[config.mk]
export PLATFORM = sky130hd
export DESIGN_NAME = key_conditioner
export DESIGN_NICKNAME = d
export VERILOG_FILES = /design/src/rtl/key_conditioner.sv
export SDC_FILE = /design/constraint.sdc
export NUM_CORES = 1
export LEC_CHECK = 0
export BUFFER_PORTS_ARGS = -buffer_cell sky130_fd_sc_hd__buf_2
export CAP_MARGIN = 20
export CORE_ASPECT_RATIO = 1.5
export CORE_MARGIN = 3
export CORE_UTILIZATION = 55
export CTS_CLUSTER_DIAMETER = 200
export CTS_CLUSTER_SIZE = 8
export DETAILED_ROUTE_END_ITERATION = 8
export PLACE_DENSITY = 0.71
export SYNTH_ARGS = -nofsm -noshare
export SYNTH_HDL_FRONTEND = slang
export SYNTH_SLANG_ARGS = --single-unit
[constraint.sdc]
create_clock -name clk -period 2.65 [get_ports clk]
set_input_delay 0.6625 -clock clk [delete_from_list [all_inputs] [get_ports clk]]
set_output_delay 0.6625 -clock clk [all_outputs]
set_load 0.005 [all_outputs]
[src/rtl/key_conditioner.sv]
// Multi-channel key conditioner: per-channel sync/polarity/debounce with press,
// release and long-press pulses, plus a stretched reset driven by one channel.

module key_conditioner_lane #(
  parameter int   DEBOUNCE_CYCLES = 1000000,
  parameter int   LONG_CYCLES     = 50000000,
  parameter logic ACTIVE_LOW      = 1'b1
) (
  input  logic clk,
  input  logic rst,
  input  logic key,
  output logic level,
  output logic press,
  output logic rel,
  output logic long_p
);
  localparam int CW = $clog2(DEBOUNCE_CYCLES);
  localparam int HW = $clog2(LONG_CYCLES + 1);
  localparam logic [CW-1:0] CNT_MAX  = CW'(DEBOUNCE_CYCLES - 1);
  localparam logic [HW-1:0] LONG_MAX = HW'(LONG_CYCLES);
  localparam logic [HW-1:0] LONG_PRE = HW'(LONG_CYCLES - 1);

  logic          s1, s2, raw;
  logic [CW-1:0] cnt;
  logic [HW-1:0] hold;

  // sync flops reset to the idle polarity so reset exit never looks like a press
  assign raw = s2 ^ ACTIVE_LOW;

  always_ff @(posedge clk or negedge rst) begin
    if (!rst) begin
      s1     <= ACTIVE_LOW;
      s2     <= ACTIVE_LOW;
      cnt    <= '0;
      level  <= 1'b0;
      press  <= 1'b0;
      rel    <= 1'b0;
      hold   <= '0;
      long_p <= 1'b0;
    end else begin
      s1     <= key;
      s2     <= s1;
      press  <= 1'b0;
      rel    <= 1'b0;
      long_p <= 1'b0;
      if (raw == level) begin
        cnt <= '0;
      end else if (cnt == CNT_MAX) begin
        level <= raw;
        cnt   <= '0;
        press <= raw;
        rel   <= ~raw;
      end else begin
        cnt <= cnt + 1'b1;
      end
      // hold saturates at LONG_CYCLES so long_p fires once per press
      if (!level) begin
        hold <= '0;
      end else if (hold < LONG_MAX) begin
        hold   <= hold + 1'b1;
        long_p <= (hold == LONG_PRE);
      end
    end
  end
endmodule

module key_conditioner #(
  parameter int                  CHANNELS        = 4,
  parameter int                  DEBOUNCE_CYCLES = 1000000,
  parameter int                  LONG_CYCLES     = 50000000,
  parameter logic [CHANNELS-1:0] ACTIVE_LOW_MASK = {CHANNELS{1'b1}},
  parameter int                  RST_CH          = 0,
  parameter int                  RST_HOLD        = 16
) (
  input  logic                clk,
  input  logic                rst,
  input  logic [CHANNELS-1:0] key_i,
  output logic [CHANNELS-1:0] level_o,
  output logic [CHANNELS-1:0] press_o,
  output logic [CHANNELS-1:0] release_o,
  output logic [CHANNELS-1:0] long_o,
  output logic                any_press_o,
  output logic                sys_rst_n_o
);
  localparam int SW = $clog2(RST_HOLD + 1);
  localparam logic [SW-1:0] HOLD_MAX = SW'(RST_HOLD);

  logic [SW-1:0] stretch;

  for (genvar g = 0; g < CHANNELS; g++) begin : g_lane
    key_conditioner_lane #(
      .DEBOUNCE_CYCLES(DEBOUNCE_CYCLES),
      .LONG_CYCLES    (LONG_CYCLES),
      .ACTIVE_LOW     (ACTIVE_LOW_MASK[g])
    ) u_lane (
      .clk   (clk),
      .rst   (rst),
      .key   (key_i[g]),
      .level (level_o[g]),
      .press (press_o[g]),
      .rel   (release_o[g]),
      .long_p(long_o[g])
    );
  end

  assign any_press_o = |press_o;

  // any press of the reset key during the stretch restarts the full hold
  always_ff @(posedge clk or negedge rst) begin
    if (!rst) begin
      stretch     <= '0;
      sys_rst_n_o <= 1'b0;
    end else if (level_o[RST_CH]) begin
      stretch     <= '0;
      sys_rst_n_o <= 1'b0;
    end else if (stretch < HOLD_MAX) begin
      stretch     <= stretch + 1'b1;
      sys_rst_n_o <= 1'b0;
    end else begin
      sys_rst_n_o <= 1'b1;
    end
  end
endmodule

==> Word level (Yosys, flattened, before mapping) <==
Index checks and enable logic that the tools add are counted.
W data, S select, Z words.
{ "word_totals": {"regBits": 214, "latchBits": 0, "mem_bits_rw": 0, "rom_bits": 0, "in_bits": 6, "output_inout_bits": 18, "wordCells": 122, "memories": 0} }
{ "op_classes": {"add_sub_neg": 9, "n_mul": 0, "div_mod_pow": 0, "n_lt_le_gt_ge": 5, "n_eq_ne": 16, "n_shift": 0, "n_mux": 44, "bitwise": 8, "n_reduce_logical": 6} }
{ "op_table": {"columns": ["operator", "n"], "rows": [
  ["$mux W26", 8],
  ["$mux W20", 8],
  ["$add A26 B1 Y26 const B", 4],
  ["$eq A26 B26 Y1 const B", 4],
  ["$lt A26 B26 Y1 const B", 4],
  ["$add A20 B1 Y20 const B", 4],
  ["$eq A20 B20 Y1 const B", 4],
  ["$mux W1", 26],
  ["$mux W5", 2],
  ["$ne A2 B2 Y1 const B", 4],
  ["$not A1 Y1", 8],
  ["$reduce_and A2 Y1", 4],
  ["$add A5 B1 Y5 const B", 1],
  ["$lt A5 B5 Y1 const B", 1],
  ["$eq A1 B1 Y1", 4],
  ["$reduce_or A4 Y1", 1],
  ["$reduce_bool A2 Y1", 1]
]} }

==> Longest topological paths before layout <==
{ "depth": {"word_depth": 4, "depth_mapped": 9} }

==> Hierarchy <==
A second synthesis with hierarchy kept.
{ "unflattened": {"hier_cells": 1117, "hier_area_um2": 10652.7} }
{ "modules_own_cells": {"columns": ["module", "instances", "cells_per_inst", "area_per_inst_um2", "seq_area_each_um2"], "rows": [
  ["key_conditioner_lane", 4, 274, 2600.0, 1303.8],
  ["key_conditioner", 1, 21, 252.7, 150.1]
]} }

==> Worst setup path before layout <==
No wires, ideal clock.
{ "synth_timing": {"path_kind": "register to register", "startpoint": "register g_lane[0].u_lane.hold[18]", "endpoint": "register g_lane[0].u_lane.hold[21]", "setup_ns": 0.129, "t_arrival_ns": 1.721, "required_ns": 2.521, "path_slack_ns": 0.800, "path_stages_with_launch": 8, "synth_period_minus_slack_ns": 1.850, "cell_sequence": "dfrtp_1 -> or4_4 -> nor4_4 -> nand3b_4 -> buf_6 -> nand4_1 -> xor2_1 -> nor2_1"} }
{ "synth_via": {"elab_chain_len": 3, "word_cells_on_any_way": 5, "classes_between": "add/sub (1); order compare (1); eq/ne (1); mux (2)"} }
{ "synth_lines": {"columns": ["item", "line_no", "source"], "rows": [
  ["start: declaration", "25", "logic [HW-1:0] hold;"],
  ["start signal: assignment", "60", "hold <= hold + 1'b1;"],
  ["$add A26 B1 Y26", "60", null],
  ["$mux W26", "59", "end else if (hold < LONG_MAX) begin"],
  ["$mux W26", "57", "if (!level) begin"]
]} }
Several ways; a longest one is shown, not always the timed one. The select of a mux whose other input is x is not followed.
A chain may end at the register's enable or synchronous reset.

==> Final worst setup path <==
{ "layout_timing": {"startpoint": "register g_lane[1].u_lane.hold[8]", "endpoint": "register g_lane[1].u_lane.hold[13]"} }
{ "layout_via": {"elab_chain_len": 3, "word_cells_on_any_way": 5, "classes_between": "add/sub (1); order compare (1); eq/ne (1); mux (2)"} }
{ "layout_lines": {"columns": ["item", "line_no"], "rows": [
  ["start: declaration", "25"],
  ["start signal: assignment", "60"],
  ["$add A26 B1 Y26", "60"],
  ["$mux W26", "59"],
  ["$mux W26", "57"]
]} }
Several ways; a longest one is shown, not always the timed one. The select of a mux whose other input is x is not followed.

==> results.cfg <==
[synthesis]
netlist_top_cells_count = dfrtp_1, nor2_1, xor2_1
seq_area_frac_synth = 0.499
synth_edf_count = 0
ys_seq_elements = 214
synthArstFlopShare = 1.00
syn_area_per_cell_um2 = 9.84
yosysTopAreaCell = dfrtp_1
synth_top_area_share = 0.479
synthFlopType = dfrtp_1
synth_cell_type_count = 64
syn-num-nets = 1108
syn-instance-count = 1093
yosys_warnings = 0
yosys-top-cells-area = dfrtp_1, nor2_1, xor2_1
syn_area_um2 = 10800

[sta]
drv_slew = 0
final_hold_viol_count = 0
tns_ns = 0
slew_headroom = 0.328
period_needed_ns = 2.29
setup_viol_count_final = 0
timing.final.crit_share = 0.865
fmax_mhz = 436
skew_ns = 0.0152
rsz0062_at_grt = no
worst_pin_slew_ns = 1.01

[worst_setup_path]
worstPathCellList = nor3_2, o21ai_0, a221oi_4, nand4_1, xor2_1, nor2_1
worstSetupEndpointType = flip-flop
cpPeakStageDelay_ns = 0.86
critPathMaxFanout = 25
startpoint_type = flip-flop
critPathKind = reg -> reg
regToRegSetupSlack_ns = 0.36
worstPathRequired_ns = 3.04
cp.arrival_ns = 2.68
crit-reg2reg-launch = g_lane[1].u_lane.hold[8]$_DFFE_PN0P_
slowest_stage = a221oi_4
startpoint = g_lane[1].u_lane.hold[8]$_DFFE_PN0P_

[routing]
drc = 0
wl_per_cell_um = 14.4
drtAntennaViolNets = 0
routed_wl_um = 20000
post_drt_via_cell_ratio = 5.52
dr.pass1.iters = 4
vias = 7662
dr.first_iter.drc_count = 424

[power]
seq_power_share = 0.478
irDropWorstVdd_uv = 493
p_int_mw = 5.47
p_per_area_nw_per_um2 = 585
p_clk_frac = 0.504
pwr-share-comb = 0.019
netSwitchingFraction = 0.212
fin_total_pwr_mw = 6.94
switchingPower_mw = 1.47
p_leak_nw = 4.95

[final_layout]
final_util = 0.619
largest_reg_flops = 104
finalNetCount = 1124
regMostFlops = g_lane.u_lane.hold
final_layout_size_suffix_gt1_frac = 0.0989
syn_to_final_growth_pct = 10.3
fillerInstances = 1604
reg_top3 = g_lane.u_lane.hold (104), g_lane.u_lane.cnt (80), stretch (5)
diodes = 0

[global_routing]
grt.overflow.total = 0
grt_use_met2 = 0.352
grt_max_degree = 64
grt_util_all_layers = 0.196
grt_busiest_layer = met2
grt_pass1_wl_um = 35700
first_global_vias = 7893
grtUsageMet3 = 0.0285
use_met1 = 0.244
antenna_found_initial = 0

[clock_tree]
cts_buffers = 30
root_buffer = clkbuf_16
post-cts-setup-buffers = 0
ctsResizeCount = 0
postCtsHoldBufs = 0
clock-sinks = 214
clkLatencyLatePin_ns = 0.54
h-tree-depth = 1
tritoncts = built
clockBufferDepth = 3
path_clk_slew_ns = 0.05

[placement]
hpwl_um = 13200
place.gp.congestion = 0.791
numPortBuffers = 23

[die]
coreArea_um2 = 19200
pin_count = 24
die_area_um2 = 21300
rows = 62
die_w_um = 120
start_util = 0.561
die_y_um = 177

[run]
cap_violations = 0

[hold_path]
hold_path.class = in -> async

[outcome]
status = complete, no violations
-- layer usage --
metal | vias up | routed length (um)
li1 | 3758 | -
met1 | 3762 | 8460
met2 | 105 | 10500
met3 | 37 | 648
met4 | 0 | 392
met5 | - | 0
-- critical path: cells and delay by family, from the launching register on --
kind | cells | cell delay, ns
AO/OA/AOI/OAI | 2 | 1.01
AND/OR/NAND/NOR | 3 | 0.49
flip-flops | 1 | 0.44
XOR/XNOR | 1 | 0.20
-- cell families after synthesis --
logic type / Yosys count / share of synthesized area
fa+ha+maj: 9 / 0.0105
simple gates: 581 / 0.285
buf+inv: 70 / 0.0377
flops: 214 / 0.499
compound gates: 56 / 0.0343
mux: 8 / 0.00744
xor+xnor: 155 / 0.126
-- power groups by stage --
stage               Sequential [mW]  Combinational, mW  Clock [mW]
CTS                            3.32              0.137        3.59
detailed placement             3.37              0.137           0
global route                   3.32              0.154        3.73
finish                         3.32              0.130        3.50
floorplan                      3.37             0.0480           0
global placement               3.37              0.133           0
-- cell usage in the layout (no fill, tap or decap), types with 4 or more instances in the layout --
cell type	synthesis	layout
nor2_1	206	206
dfrtp_1	206	206
xor2_1	83	83
nand3_1	82	82
xnor2_1	72	72
nand2_1	69	69
nand4_1	42	42
and3_1	38	38
nor3_1	34	34
clkbuf_16	0	30
clkbuf_1	15	24
buf_2	5	22
inv_1	20	20
a21oi_1	19	19
o21ai_0	18	18
and4_1	13	13
or3_1	13	13
and2_1	11	11
ha_1	9	9
mux2i_1	8	8
dfstp_2	8	8
buf_4	23	8
nor4_1	7	7
nor4b_1	7	7
nand3_2	7	7
nor2b_1	5	5
nand2b_1	5	5
nor3b_1	5	5
or4_1	4	4
-- final cells by class --
class | count | area [um2] | share of cell area
clock inverters | 1 | 16.3 | 0.00137
flip-flops and latches | 214 | 5370 | 0.452
well taps | 256 | 320 | 0.0270
inverters | 20 | 75.1 | 0.00633
repair buffers | 34 | 245 | 0.0207
clock buffers | 55 | 855 | 0.0720
multi-input cells | 809 | 4990 | 0.420
-- path summary, 6_finish.rpt --
path                                                          to  depth (start not counted)
hold / removal                g_lane[1].u_lane.cnt[13]$_DFF_PN0_                          1
min in group clk                   g_lane[2].u_lane.s1$_DFF_PN1_                          1
max in group asynchronous          g_lane[2].u_lane.s1$_DFF_PN1_                          2
setup / recovery           g_lane[1].u_lane.hold[13]$_DFFE_PN0P_                          6
hold reg to reg                    g_lane[3].u_lane.s2$_DFF_PN1_                          0
setup reg to reg           g_lane[1].u_lane.hold[13]$_DFFE_PN0P_                          6
-- stage by stage --
| stage | instances | worst slack [ns] | instance area, um2 | hold WS, ns |
|---|---|---|---|---|
| after CTS | 1389 | 0.339 | 11900 | 0.0340 |
| after detailed placement | 1333 | 0.375 | 11000 | 0.347 |
| after global placement | 1333 | 0.364 | 11000 | 0.347 |
| after global routing | 1389 | 0.139 | 11900 | 0.0447 |
| final | 1389 | 0.357 | 11900 | 0.0385 |
| after floorplan | 1093 | 0.800 | 10800 | 0.345 |
(Power assumes the default switching activity.)
